File: src/rtl/hazard_unit.sv
// hazard_unit: load-use / CSR interlocks, memory-wait freeze and trap/branch flush control.
// Build option: define HAZARD_PERF_COUNT_EN to enable the stall_count performance counter.

typedef enum logic [1:0] {
  NoType = 2'd0,
  Type1  = 2'd1,
  Type2  = 2'd2,
  Type3  = 2'd3
} forwarding_type_t;

module hazard_unit #(
  parameter int STALL_CNT_WIDTH = 32
) (
  input  logic                       clock,
  input  logic                       reset,
  input  forwarding_type_t           forwarding_type_id,
  input  logic [4:0]                 rs1_id,
  input  logic [4:0]                 rs2_id,
  input  logic [4:0]                 rd_ex,
  input  logic [4:0]                 rd_mem,
  input  logic                       reg_we_ex,
  input  logic                       mem_rd_en_ex,
  input  logic                       mem_rd_en_mem,
  input  logic                       zicsr_ex,
  input  logic                       mem_req_mem,
  input  logic                       mem_ack,
  input  logic                       branch_taken_id,
  input  logic                       trap_mem,
  output logic                       stall_if,
  output logic                       stall_id,
  output logic                       stall_ex,
  output logic                       stall_mem,
  output logic                       bubble_ex,
  output logic                       bubble_wb,
  output logic                       flush_id,
  output logic                       flush_ex,
  output logic                       flush_mem,
  output logic [STALL_CNT_WIDTH-1:0] stall_count
);

  typedef enum logic [1:0] {
    RUN      = 2'd0,
    BUBBLE   = 2'd1,
    MEM_WAIT = 2'd2
  } state_t;

  state_t     r_state, w_state_nxt;
  state_t     r_ret, w_ret_nxt;
  state_t     w_eff;
  logic [1:0] r_cnt, w_cnt_nxt;
  logic [1:0] w_depth;

  logic w_reads, w_is_t2, w_mem_wait;
  logic w_rs1_ex, w_rs2_ex, w_rs1_mem, w_rs2_mem;
  logic w_src_ex, w_src_mem;

  // x0 never creates a dependency; NoType instructions read no registers
  assign w_reads    = (forwarding_type_id != NoType);
  assign w_is_t2    = (forwarding_type_id == Type2);
  assign w_rs1_ex   = w_reads && (rs1_id == rd_ex)  && (rd_ex  != 5'd0);
  assign w_rs2_ex   = w_reads && (rs2_id == rd_ex)  && (rd_ex  != 5'd0);
  assign w_rs1_mem  = w_reads && (rs1_id == rd_mem) && (rd_mem != 5'd0);
  assign w_rs2_mem  = w_reads && (rs2_id == rd_mem) && (rd_mem != 5'd0);
  assign w_src_ex   = w_rs1_ex  || w_rs2_ex;
  assign w_src_mem  = w_rs1_mem || w_rs2_mem;
  assign w_mem_wait = mem_req_mem && !mem_ack;

  // A stalled memory access resumes whatever it interrupted
  assign w_eff = (r_state == MEM_WAIT) ? r_ret : r_state;

  always_comb begin
    w_depth = 2'd0;
    if (w_is_t2 && mem_rd_en_ex && w_src_ex)
      w_depth = 2'd2;
    else if (mem_rd_en_ex && w_src_ex)
      w_depth = 2'd1;
    else if (w_is_t2 && reg_we_ex && !mem_rd_en_ex && (w_rs2_ex || (w_rs1_ex && !zicsr_ex)))
      w_depth = 2'd1;
    else if (w_is_t2 && mem_rd_en_mem && w_src_mem)
      w_depth = 2'd1;
  end

  always_comb begin
    w_state_nxt = r_state;
    w_ret_nxt   = r_ret;
    w_cnt_nxt   = r_cnt;
    stall_if    = 1'b0;
    stall_id    = 1'b0;
    stall_ex    = 1'b0;
    stall_mem   = 1'b0;
    bubble_ex   = 1'b0;
    bubble_wb   = 1'b0;
    flush_id    = 1'b0;
    flush_ex    = 1'b0;
    flush_mem   = 1'b0;
    if (reset || trap_mem) begin
      flush_id    = 1'b1;
      flush_ex    = 1'b1;
      flush_mem   = 1'b1;
      w_state_nxt = RUN;
      w_ret_nxt   = RUN;
      w_cnt_nxt   = 2'd0;
    end else if (w_mem_wait) begin
      stall_if    = 1'b1;
      stall_id    = 1'b1;
      stall_ex    = 1'b1;
      stall_mem   = 1'b1;
      bubble_wb   = 1'b1;
      w_state_nxt = MEM_WAIT;
      w_ret_nxt   = w_eff;
    end else begin
      case (w_eff)
        BUBBLE: begin
          stall_if  = 1'b1;
          stall_id  = 1'b1;
          bubble_ex = 1'b1;
          if (r_cnt <= 2'd1) begin
            w_cnt_nxt   = 2'd0;
            w_state_nxt = RUN;
          end else begin
            w_cnt_nxt   = r_cnt - 2'd1;
            w_state_nxt = BUBBLE;
          end
        end
        default: begin
          w_state_nxt = RUN;
          if (w_depth != 2'd0) begin
            stall_if  = 1'b1;
            stall_id  = 1'b1;
            bubble_ex = 1'b1;
            if (w_depth == 2'd2) begin
              w_state_nxt = BUBBLE;
              w_cnt_nxt   = w_depth - 2'd1;
            end
          end else begin
            flush_id = branch_taken_id;
          end
        end
      endcase
    end
  end

  always_ff @(posedge clock) begin
    if (reset) begin
      r_state <= RUN;
      r_ret   <= RUN;
      r_cnt   <= 2'd0;
    end else begin
      r_state <= w_state_nxt;
      r_ret   <= w_ret_nxt;
      r_cnt   <= w_cnt_nxt;
    end
  end

`ifdef HAZARD_PERF_COUNT_EN
  logic [STALL_CNT_WIDTH-1:0] r_stall_count;

  always_ff @(posedge clock) begin
    if (reset)
      r_stall_count <= '0;
    else if (stall_id)
      r_stall_count <= r_stall_count + {{(STALL_CNT_WIDTH-1){1'b0}}, 1'b1};
  end

  assign stall_count = r_stall_count;
`else
  assign stall_count = '0;
`endif

endmodule

File: config.mk
export PLATFORM = sky130hd
export DESIGN_NAME = hazard_unit
export DESIGN_NICKNAME = d
export VERILOG_FILES = /design/src/rtl/hazard_unit.sv
export SDC_FILE = /design/constraint.sdc
export NUM_CORES = 1
export LEC_CHECK = 0
export ABC_AREA = 1
export CELL_PAD_IN_SITES_DETAIL_PLACEMENT = 0
export CELL_PAD_IN_SITES_GLOBAL_PLACEMENT = 2
export CORE_ASPECT_RATIO = 1.1
export CORE_UTILIZATION = 17
export CTS_CLUSTER_SIZE = 10
export DETAILED_ROUTE_END_ITERATION = 10
export HOLD_SLACK_MARGIN = 0.12
export PLACE_DENSITY_LB_ADDON = 0.12
export SLEW_MARGIN = 0
export SYNTH_ARGS = -nofsm -noshare
export SYNTH_HDL_FRONTEND = slang
export SYNTH_SLANG_ARGS = --single-unit
export TNS_END_PERCENT = 100
File: constraint.sdc
create_clock -name clock -period 3.1 [get_ports clock]
set_input_delay 0.62 -clock clock [delete_from_list [all_inputs] [get_ports clock]]
set_output_delay 0.62 -clock clock [all_outputs]
set_load 0.05 [all_outputs]
==> results of run 1 <==
registers in the layout, indices dropped and copies added (netlist names):
name,cells
r_ret,2
r_state,2
r_cnt,2
worst max-delay path, stage by stage:
cell	delay, ns
clkdlybuf4s50_1	0.47
inv_2	0.09
nand3_1	0.09
nor2_2	0.12
nor2_1	0.06
nand2_2	0.09
nand2_2	0.06
nand2_1	0.05
nand2_1	0.08
nor2_4	0.13
nand2_1	0.06
nand2_1	0.06
nand2_1	0.13
buf_12	0.19
cell usage after synthesis, drive strengths merged:
cell / instances
nor3b: 1
xnor2: 4
a21oi: 3
nand4: 1
xor2: 3
o21ai: 6
dfxtp: 6
nand2: 50
nand3: 11
and3: 1
o211ai: 1
conb: 1
inv: 31
clkinv: 1
nor2: 26
buf: 36
nor3: 1
power groups by stage:
stage / Clock [mW] / Combinational, mW / Sequential [mW]
final: 0.119 / 0.222 / 0.0782
after CTS: 0.123 / 0.223 / 0.0782
after floorplan: 0 / 0.180 / 0.0794
after global routing: 0.133 / 0.237 / 0.0782
after global placement: 0 / 0.225 / 0.0795
after detailed placement: 0 / 0.223 / 0.0794
placed cells by master (no fill, tap or decap), types with 2 or more instances in the layout:
cell and n:
a21oi_1 2, buf_12 7, buf_4 4, clkbuf_8 3, clkdlybuf4s50_1 30, conb_1 32
dfxtp_1 6, inv_1 27, inv_2 4, nand2_1 45, nand2_2 5, nand3_1 10
nor2_1 19, nor2_2 5, nor2_4 2, o21ai_0 3, o21ai_1 3, xnor2_1 4
xor2_1 3
layer usage:
layer	global-route usage [%]	up-vias
met5	0	-
met4	1.57	0
met3	2.73	0
met2	13.8	42
met1	10.3	414
li1	-	556
worst max path at each step:
| stage | cells past startpoint | end | slack (ns) | start |
|---|---|---|---|---|
| 2_1_floorplan | 6 | stall_if | 0.18 | trap_mem |
| 4_1_cts | 14 | stall_if | 0.16 | forwarding_type_id[0] |
| 3_5_place_dp | 14 | stall_if | 0.17 | forwarding_type_id[0] |
| 3_3_place_gp | 14 | stall_id | 0.16 | rs1_id[1] |
| 6_report | 14 | stall_if | 0.19 | rd_ex[4] |
| 5_1_grt | 13 | stall_if | 0.008 | rd_ex[4] |
repair_timing:
| action | CTS | global route |
|---|---|---|
| setup buffers | 0 | 0 |
| resized for setup | 0 | 4 |
| endpoints found under the setup margin | 0 | 2 |
cells by family (layout without fill, tap and decap cells):
family	count (synthesis)	after routing
other	1	32
flip-flops	6	6
AND/OR/NAND/NOR	91	91
buffers and inverters	68	77
XOR/XNOR	7	7
AO/OA/AOI/OAI	10	10
through the flow:
stage / instances / hold slack (ns) / instance area [um^2]
2_1_floorplan: 214 / 0.451 / 1150
3_3_place_gp: 297 / 0.475 / 1460
3_5_place_dp: 297 / 0.472 / 1460
4_1_cts: 300 / 0.478 / 1500
5_1_grt: 300 / 0.506 / 1510
6_report: 300 / 0.477 / 1510
layout make-up:
cell class	instances	area, um^2	share of cell area (%)
multi-input cells	140	653	43.1
repair buffers	42	483	31.9
well taps	77	96.3	6.36
flip-flops and latches	6	120	7.93
inverters	32	120	7.93
clock buffers	3	41.3	2.73
==> flow_summary_export.csv, run 1 <==
group,metric,value,unit
logic_synthesis,synth-seq-area-share,11.7,%
routing,wl_met3,175,um
worst_setup_path,cp-end-kind,"output port",
power_and_ir_drop,p_total,0.420,mW
logic_synthesis,yosysTopAreaCell,"buf_4",
clock_tree,cts_tree,"built",
timing,rsz0062_at_grt,"no",
routing,post-route-drc-count,0,
worst_setup_path,critPathMaxFanout,3,
power_and_ir_drop,swShare,45.0,%
worst_setup_path,worstSetupPathType,"in2out",
routing,dr_wl_met2,1200,um
logic_synthesis,synth_top_area_share,26.3,%
worst_setup_path,r2r_slack,1.80,ns
timing,hold_violations,0,
global_route,antenna_found_initial,0,
worst_setup_path,crit_arrival,2.29,ns
timing,layout_min_cycle_time,2.91,ns
logic_synthesis,synth_top_family_by_area,"simple AND/OR/NAND/NOR gates",
worst_setup_path,critPathLaunchType,"primary input",
global_route,grt_max_degree,9,
floorplanning,ioPinCount,73,
cells_and_area,fin_nets,257,
floorplanning,die_h,83.6,um
global_route,grt_overflow,0,
routing,wl_met1,1220,um
worst_hold_path,hp-start,"r_ret[0]",
logic_synthesis,synth_mux_area_share,0,%
clock_tree,cts_buffer_depth,2,
worst_hold_path,holdPathEnd,"r_ret[0]",
cells_and_area,fill_cells,670,
logic_synthesis,yosys.area_share.simple,38.9,%
power_and_ir_drop,p_sw,0.189,mW
power_and_ir_drop,power.density,277,nW/um^2
logic_synthesis,synthCells,183,
timing,fin_setup_tns,0,ns
cells_and_area,syn_to_final_growth,47.2,%
floorplanning,fp.coreArea,5810,um^2
routing,wl_per_cell,8.64,um
worst_setup_path,reg2reg_from,"r_ret[1]",
power_and_ir_drop,pwr-share-clk,28.4,%
clock_tree,cts.sinks,6,
worst_hold_path,whs_path_depth,2,
timing,setup_viol,0,
outcome,status,"complete, no violations",
clock_tree,htreeDepth,1,
logic_synthesis,synth_seq_cells,6,
global_route,grt_pass1_vias,920,
power_and_ir_drop,p_int,0.231,mW
place,gp_congestion,0.693,
logic_synthesis,synth-compound-area-share,5.11,%
global_route,grt_pass1_wl,4200,um
job,maxCapViolCount,0,
clock_tree,postCtsHoldBufs,0,
timing,fin_crit_sh,93.8,%
logic_synthesis,syn_area,1030,um^2
logic_synthesis,synth_xor_xnor_area_share,5.96,%
power_and_ir_drop,power_frac_seq,18.6,%
logic_synthesis,yosysWarnings,0,
floorplanning,dieArea,6370,um^2
timing,fin_worst_skew,0.00187,ns
timing,maxSlewViolCount,0,
routing,wl,2590,um
routing,ant_nets,0,
floorplanning,start_util,17.7,%
logic_synthesis,synthDistinctLibCells,22,
floorplanning,die_x,76.2,um
global_route,grtUsageTotal,8.23,%
routing,drtIter0Drc,14,
routing,via_per_inst,3.37,
clock_tree,clkLatencyLatePin,0.22,ns
place,io_buffers,40,
place,hpwl,2300,um
timing,final.setup.worst_slack,0.192,ns
clock_tree,cts_made_buffers,3,
clock_tree,cts-root-buf,"clkbuf_8",
place,place_ws,0.167,ns
cells_and_area,diodes,0,
routing,top_layer,"met3",
timing,fmax,344,MHz
cells_and_area,layout-drive-gt1-share,14.8,%
logic_synthesis,syn_area_per_cell,5.62,um^2
power_and_ir_drop,p_comb_share,52.9,%
logic_synthesis,synth_fa_ha_area_share,0,%
cells_and_area,finalCoreUtilization,26.1,%
worst_setup_path,r2r_cells,8,
power_and_ir_drop,p_leak,0.787,nW
logic_synthesis,synthTopCellsByArea,"buf_4, nand2_1, dfxtp_1",
worst_setup_path,worstReg2RegEnd,"r_cnt[1]",
floorplanning,row_count,29,
clock_tree,clk_pin_slew,0.04,ns
routing,dr.pass1.iters,4,
routing,vias,1012,
worst_hold_path,hp-class,"reg2reg",
power_and_ir_drop,ir_worst_vdd,0.179,mV
worst_setup_path,worstPathRequired,2.48,ns
No activity file was read; power rests on OpenSTA's default activity.
==> run 2: changes to the inputs <==
- ABC_AREA: 1 -> 0
==> flow_summary_export.csv, run 2 <==
group,metric,value,unit
power_and_ir_drop,ir_worst_vdd,0.229,mV
logic_synthesis,synthFlopType,"dfxtp_1",
cells_and_area,fill_cells,541,
timing,fmax,336,MHz
logic_synthesis,synthTopCellsByCount,"buf_4, xnor2_1, nand2_1, nor2_1, dfxtp_1",
worst_setup_path,worstPathRequired,2.48,ns
logic_synthesis,synth_top_area_share,30.1,%
clock_tree,postCtsHoldBufs,0,
logic_synthesis,synth_edf_count,0,
logic_synthesis,syn_area_per_cell,7.61,um^2
outcome,status,"complete, but fails checks",
place,gp_congestion,0.766,
logic_synthesis,async_reset_ff_share,0,%
clock_tree,clkLatencyLatePin,0.22,ns
worst_setup_path,crit_arrival,2.35,ns
timing,hold_violations,0,
cells_and_area,layout_commonest_cell,"conb_1",
timing,fin_worst_skew,0.00251,ns
global_route,grt_overflow,0,
worst_setup_path,reg2reg_from,"r_state[0]",
timing,fin_crit_sh,95.9,%
routing,ant_nets,0,
clock_tree,clk_pin_slew,0.04,ns
worst_setup_path,r2r_cells,5,
worst_hold_path,holdPathEnd,"r_cnt[1]",
routing,wl_per_cell,11.2,um
routing,dr.pass1.iters,9,
power_and_ir_drop,p_total,0.416,mW
logic_synthesis,yosysWarnings,0,
cells_and_area,finalCoreUtilization,26.9,%
routing,wl,2430,um
worst_setup_path,critPathLaunchType,"primary input",
clock_tree,cts_made_buffers,3,
timing,setup_viol,0,
clock_tree,cts-root-buf,"clkbuf_8",
worst_setup_path,cp.buffers_inverters,2,
floorplanning,die_x,71.3,um
place,io_buffers,40,
floorplanning,dieArea,5580,um^2
worst_setup_path,crit_chain,"clkdlybuf4s50_1 > or4_4 > nor2_4 > nor2_1 > o21ai_2 > a41o_1 > buf_12",
logic_synthesis,synthTopCellsByArea,"buf_4, xnor2_1, dfxtp_1",
cells_and_area,diodes,0,
timing,maxSlewViolCount,0,
logic_synthesis,yosysTopAreaCell,"buf_4",
timing,fin_setup_tns,0,ns
floorplanning,start_util,17.8,%
global_route,grt_max_degree,9,
global_route,grt_pass1_wl,3820,um
worst_hold_path,hp-start,"r_cnt[1]",
logic_synthesis,synthDistinctLibCells,30,
worst_setup_path,r2r_slack,1.79,ns
power_and_ir_drop,p_leak,0.506,nW
job,maxCapViolCount,0,
logic_synthesis,synth-seq-area-share,13.4,%
cells_and_area,fin_cells,217,
worst_hold_path,whs_path_depth,2,
outcome,violations,"design-rule violations",
cells_and_area,syn_to_final_growth,50.6,%
timing,hold_ws,0.481,ns
floorplanning,fp.coreArea,5030,um^2
floorplanning,row_count,27,
routing,vias,816,
cells_and_area,final_cell_mix,"conb_1, clkdlybuf4s50_1, xnor2_1",
worst_setup_path,worstReg2RegEnd,"r_cnt[1]",
cells_and_area,layout-drive-gt1-share,14.5,%
cells_and_area,reg.largest.list,"r_cnt: 2 flops, r_ret: 2 flops, r_state: 2 flops",
place,dp_cells,214,
floorplanning,die_h,78.2,um
routing,drtIter0Drc,27,
global_route,grt_pass1_vias,831,
clock_tree,cts_tree,"built",
worst_setup_path,critPathMaxFanout,3,
worst_setup_path,cp_top_family,"simple AND/OR/NAND/NOR gates",
cells_and_area,final-seq-area,120,um^2
cells_and_area,fin_nets,193,
timing,rsz0062_at_grt,"no",
power_and_ir_drop,power.density,307,nW/um^2
place,hpwl,2180,um
worst_setup_path,crit_slowest_cell,"or4_4",
logic_synthesis,syn_area,898,um^2
clock_tree,cts.sinks,6,
timing,layout_min_cycle_time,2.97,ns
cells_and_area,multi_input_area,619,um^2
floorplanning,ioPinCount,73,
clock_tree,htreeDepth,1,
worst_hold_path,hp-class,"reg2reg",
routing,post-route-drc-count,3,
logic_synthesis,synthMostInstantiatedCell,"buf_4",
worst_setup_path,slowest_delay,0.58,ns
logic_synthesis,synth_seq_cells,6,
routing,via_per_inst,3.76,
clock_tree,cts_buffer_depth,2,
logic_synthesis,synthCells,118,
worst_setup_path,worstSetupPathType,"in2out",
worst_setup_path,cp-end-kind,"output port",
global_route,antenna_found_initial,0,
global_route,grtUsageTotal,8.64,%
==> run 2: per-stage QoR <==
| stage | setup slack (ns) | cell area [um^2] |
|---|---|---|
| 3_3_place_gp | 0.0157 | 1310 |
| 2_1_floorplan | 0.0803 | 1010 |
| 6_report | 0.126 | 1350 |
| 3_5_place_dp | 0.0137 | 1310 |
| 5_1_grt | 0.000776 | 1350 |
| 4_1_cts | 0.00956 | 1350 |
==> run 2: kinds of logic (layout without fill, tap and decap cells) <==
kind of cell | after synthesis | in the layout | share of synthesized area, %
xor+xnor | 20 | 20 | 19.5
compound gates | 20 | 20 | 16.2
simple gates | 32 | 32 | 19.2
buf+inv | 39 | 49 | 31.3
other cells | 1 | 32 | 0.417
flops | 6 | 6 | 13.4
==> run 2: power breakdown <==
part           internal [mW]  switching (mW)  leakage, nW
Combinational         0.0738           0.145        0.436
Sequential            0.0780        0.000490       0.0484
Clock                 0.0836          0.0348       0.0216
==> run 2: worst reg2reg max path: stages (launching register included) <==
cell	delay [ns]
dfxtp_1	0.38
nand4bb_1	0.19
o21ai_2	0.10
nor3_2	0.29
o2bb2ai_2	0.16
a21oi_2	0.08
==> run 2: worst max path at each step <==
stage	start	cells after the start	slack, ns	to
finish	rd_ex[1]	7	0.13	flush_id
global route	rd_mem[0]	7	0.0008	stall_if
CTS	rd_mem[2]	7	0.01	stall_if
detailed placement	rd_mem[2]	7	0.01	stall_if
global placement	rd_mem[2]	7	0.02	stall_id
floorplan	trap_mem	4	0.08	stall_if
==> run 2: area by class of cell <==
class | count | area share, %
clock buffers | 3 | 3.05
inverters | 3 | 0.833
multi-input cells | 104 | 45.8
flip-flops and latches | 6 | 8.88
well taps | 58 | 5.37
repair buffers | 43 | 36.1
==> run 2: routing by layer <==
metal | GRT usage (%) | vias up | wire length, um
li1 | - | 410 | -
met2 | 16.4 | 41 | 1340
met4 | 1.20 | 0 | 0
met3 | 2.44 | 0 | 173
met1 | 9.61 | 365 | 924
met5 | 0 | - | 0
==> run 2: timing repair <==
action                     4_1_cts  5_1_grt
setup buffers                    0        0
setup endpoints to repair        0        2
resized for setup                0        1
==> run 3: changes to the inputs <==
- CORE_ASPECT_RATIO: 1.1 -> 1.2
==> flow_summary_export.csv, run 3 (synthesis results as in run 2) <==
group,metric,value,unit
worst_setup_path,crit_arrival,2.36,ns
floorplanning,die_x,68.4,um
global_route,grt_max_degree,9,
place,hpwl,2100,um
clock_tree,htreeDepth,1,
routing,ant_nets,0,
timing,setup_viol,0,
global_route,grt_pass1_vias,769,
place,io_buffers,40,
timing,layout_min_cycle_time,2.98,ns
worst_setup_path,crit_chain,"clkdlybuf4s50_1 > or4_4 > nor2_4 > nor2_1 > o21ai_2 > a41o_1 > buf_12",
worst_setup_path,slowest_delay,0.58,ns
cells_and_area,diodes,0,
power_and_ir_drop,p_comb_share,52.1,%
worst_setup_path,cp_top_family,"simple AND/OR/NAND/NOR gates",
timing,fin_setup_tns,0,ns
job,maxCapViolCount,0,
power_and_ir_drop,p_leak,0.506,nW
timing,maxSlewViolCount,0,
timing,fin_crit_sh,96.1,%
timing,fmax,336,MHz
clock_tree,clkLatencyLatePin,0.23,ns
cells_and_area,layout-drive-gt1-share,14.5,%
clock_tree,cts_setup_buffers,0,
timing,rsz0062_at_grt,"no",
worst_setup_path,crit_slowest_cell,"or4_4",
worst_setup_path,critPathMaxFanout,3,
routing,dr.pass1.iters,4,
clock_tree,cts_buffer_depth,2,
global_route,grt_overflow,0,
timing,fin_worst_skew,0.000993,ns
routing,post-route-drc-count,0,
power_and_ir_drop,ir_worst_vdd,0.107,mV
clock_tree,cts_tree,"built",
worst_setup_path,reg2reg_from,"r_state[0]",
routing,wl_per_cell,10.3,um
clock_tree,cts-root-buf,"clkbuf_8",
routing,wl,2260,um
timing,hold_violations,0,
floorplanning,fp.coreArea,5010,um^2
power_and_ir_drop,swShare,43.5,%
global_route,grtUsageTotal,8.09,%
floorplanning,ioPinCount,73,
routing,via_per_inst,3.73,
power_and_ir_drop,pwr-share-clk,29.0,%
cells_and_area,syn_to_final_growth,50.8,%
routing,drtIter0Drc,9,
clock_tree,clk_pin_slew,0.04,ns
cells_and_area,fin_nets,193,
worst_setup_path,critPathLaunchType,"primary input",
floorplanning,row_count,28,
global_route,grt_pass1_wl,3370,um
clock_tree,cts.sinks,6,
floorplanning,dieArea,5580,um^2
floorplanning,die_h,81.6,um
cells_and_area,reg.largest.list,"r_cnt: 2 flops, r_ret: 2 flops, r_state: 2 flops",
routing,vias,817,
worst_setup_path,r2r_cells,5,
floorplanning,start_util,17.9,%
worst_setup_path,worstSetupPathType,"in2out",
worst_setup_path,cp-end-kind,"output port",
global_route,antenna_found_initial,0,
power_and_ir_drop,p_int,0.236,mW
worst_hold_path,hp-start,"r_cnt[1]",
worst_setup_path,r2r_slack,1.83,ns
worst_hold_path,whs_path_depth,2,
cells_and_area,layout_commonest_cell,"conb_1",
outcome,status,"complete, no violations",
worst_setup_path,cp.buffers_inverters,2,
timing,hold_ws,0.464,ns
worst_setup_path,worstReg2RegEnd,"r_cnt[1]",
place,gp_congestion,0.800,
power_and_ir_drop,p_sw,0.181,mW
power_and_ir_drop,power_frac_seq,18.9,%
power_and_ir_drop,power.density,307,nW/um^2
worst_setup_path,worstPathRequired,2.48,ns
worst_hold_path,hp-class,"reg2reg",
clock_tree,cts_made_buffers,3,
cells_and_area,final_cell_mix,"conb_1, clkdlybuf4s50_1, xnor2_1",
worst_hold_path,holdPathEnd,"r_cnt[1]",
## run 3: worst max path at each step
stage	from	to	depth (start not counted)
finish	rd_ex[1]	flush_id	7
global route	rd_ex[1]	flush_id	7
CTS	rd_mem[2]	stall_id	7
detailed placement	rd_mem[2]	stall_id	7
global placement	rd_mem[2]	stall_id	7
floorplan	trap_mem	stall_if	4
## run 3: metrics by stage
stage / cells / area, um^2 / utilization, % / power, mW / worst slack, ns
CTS: 219 / 1350 / 26.9 / 0.423 / 0.0231
global placement: 216 / 1310 / 26.1 / 0.298 / 0.0275
detailed placement: 216 / 1310 / 26.1 / 0.297 / 0.0285
floorplan: 149 / 1010 / - / 0.256 / 0.0803
finish: 219 / 1360 / 27.0 / 0.417 / 0.122
global route: 219 / 1360 / 27.0 / 0.437 / 0.0268
## run 3: per-layer routing
layer	up-vias	share of wire, %	global-route usage (%)
met4	0	1.6	3.33
met2	41	54	15.0
met3	6	7.2	1.81
met5	-	0	0
li1	412	-	-
met1	358	37	8.53
## run 3: cell type report
class | count | area (um^2)
repair buffers | 43 | 488
clock buffers | 3 | 41.3
fillers | 555 | 3650
well taps | 60 | 75.1
inverters | 3 | 11.3
flip-flops and latches | 6 | 120
multi-input cells | 104 | 619
## run 3: what timing repair did
| item | in CTS | in global routing |
|---|---|---|
| gates resized for setup | 0 | 1 |
| endpoints found under the setup margin | 0 | 2 |
| endpoints found under the hold margin | 0 | 0 |
| hold buffers | 0 | 0 |
## run 3: power by group through the flow
stage | Clock (mW) | Sequential [mW] | Combinational (mW)
global route | 0.129 | 0.0785 | 0.230
detailed placement | 0 | 0.0797 | 0.218
CTS | 0.126 | 0.0785 | 0.218
floorplan | 0 | 0.0796 | 0.176
global placement | 0 | 0.0797 | 0.218
finish | 0.121 | 0.0785 | 0.217
## run 3: tightest hold or removal path, stage by stage, from the launching register on
cell,delay [ns]
dfxtp_1,0.32
nand2_1,0.07
a21oi_2,0.03
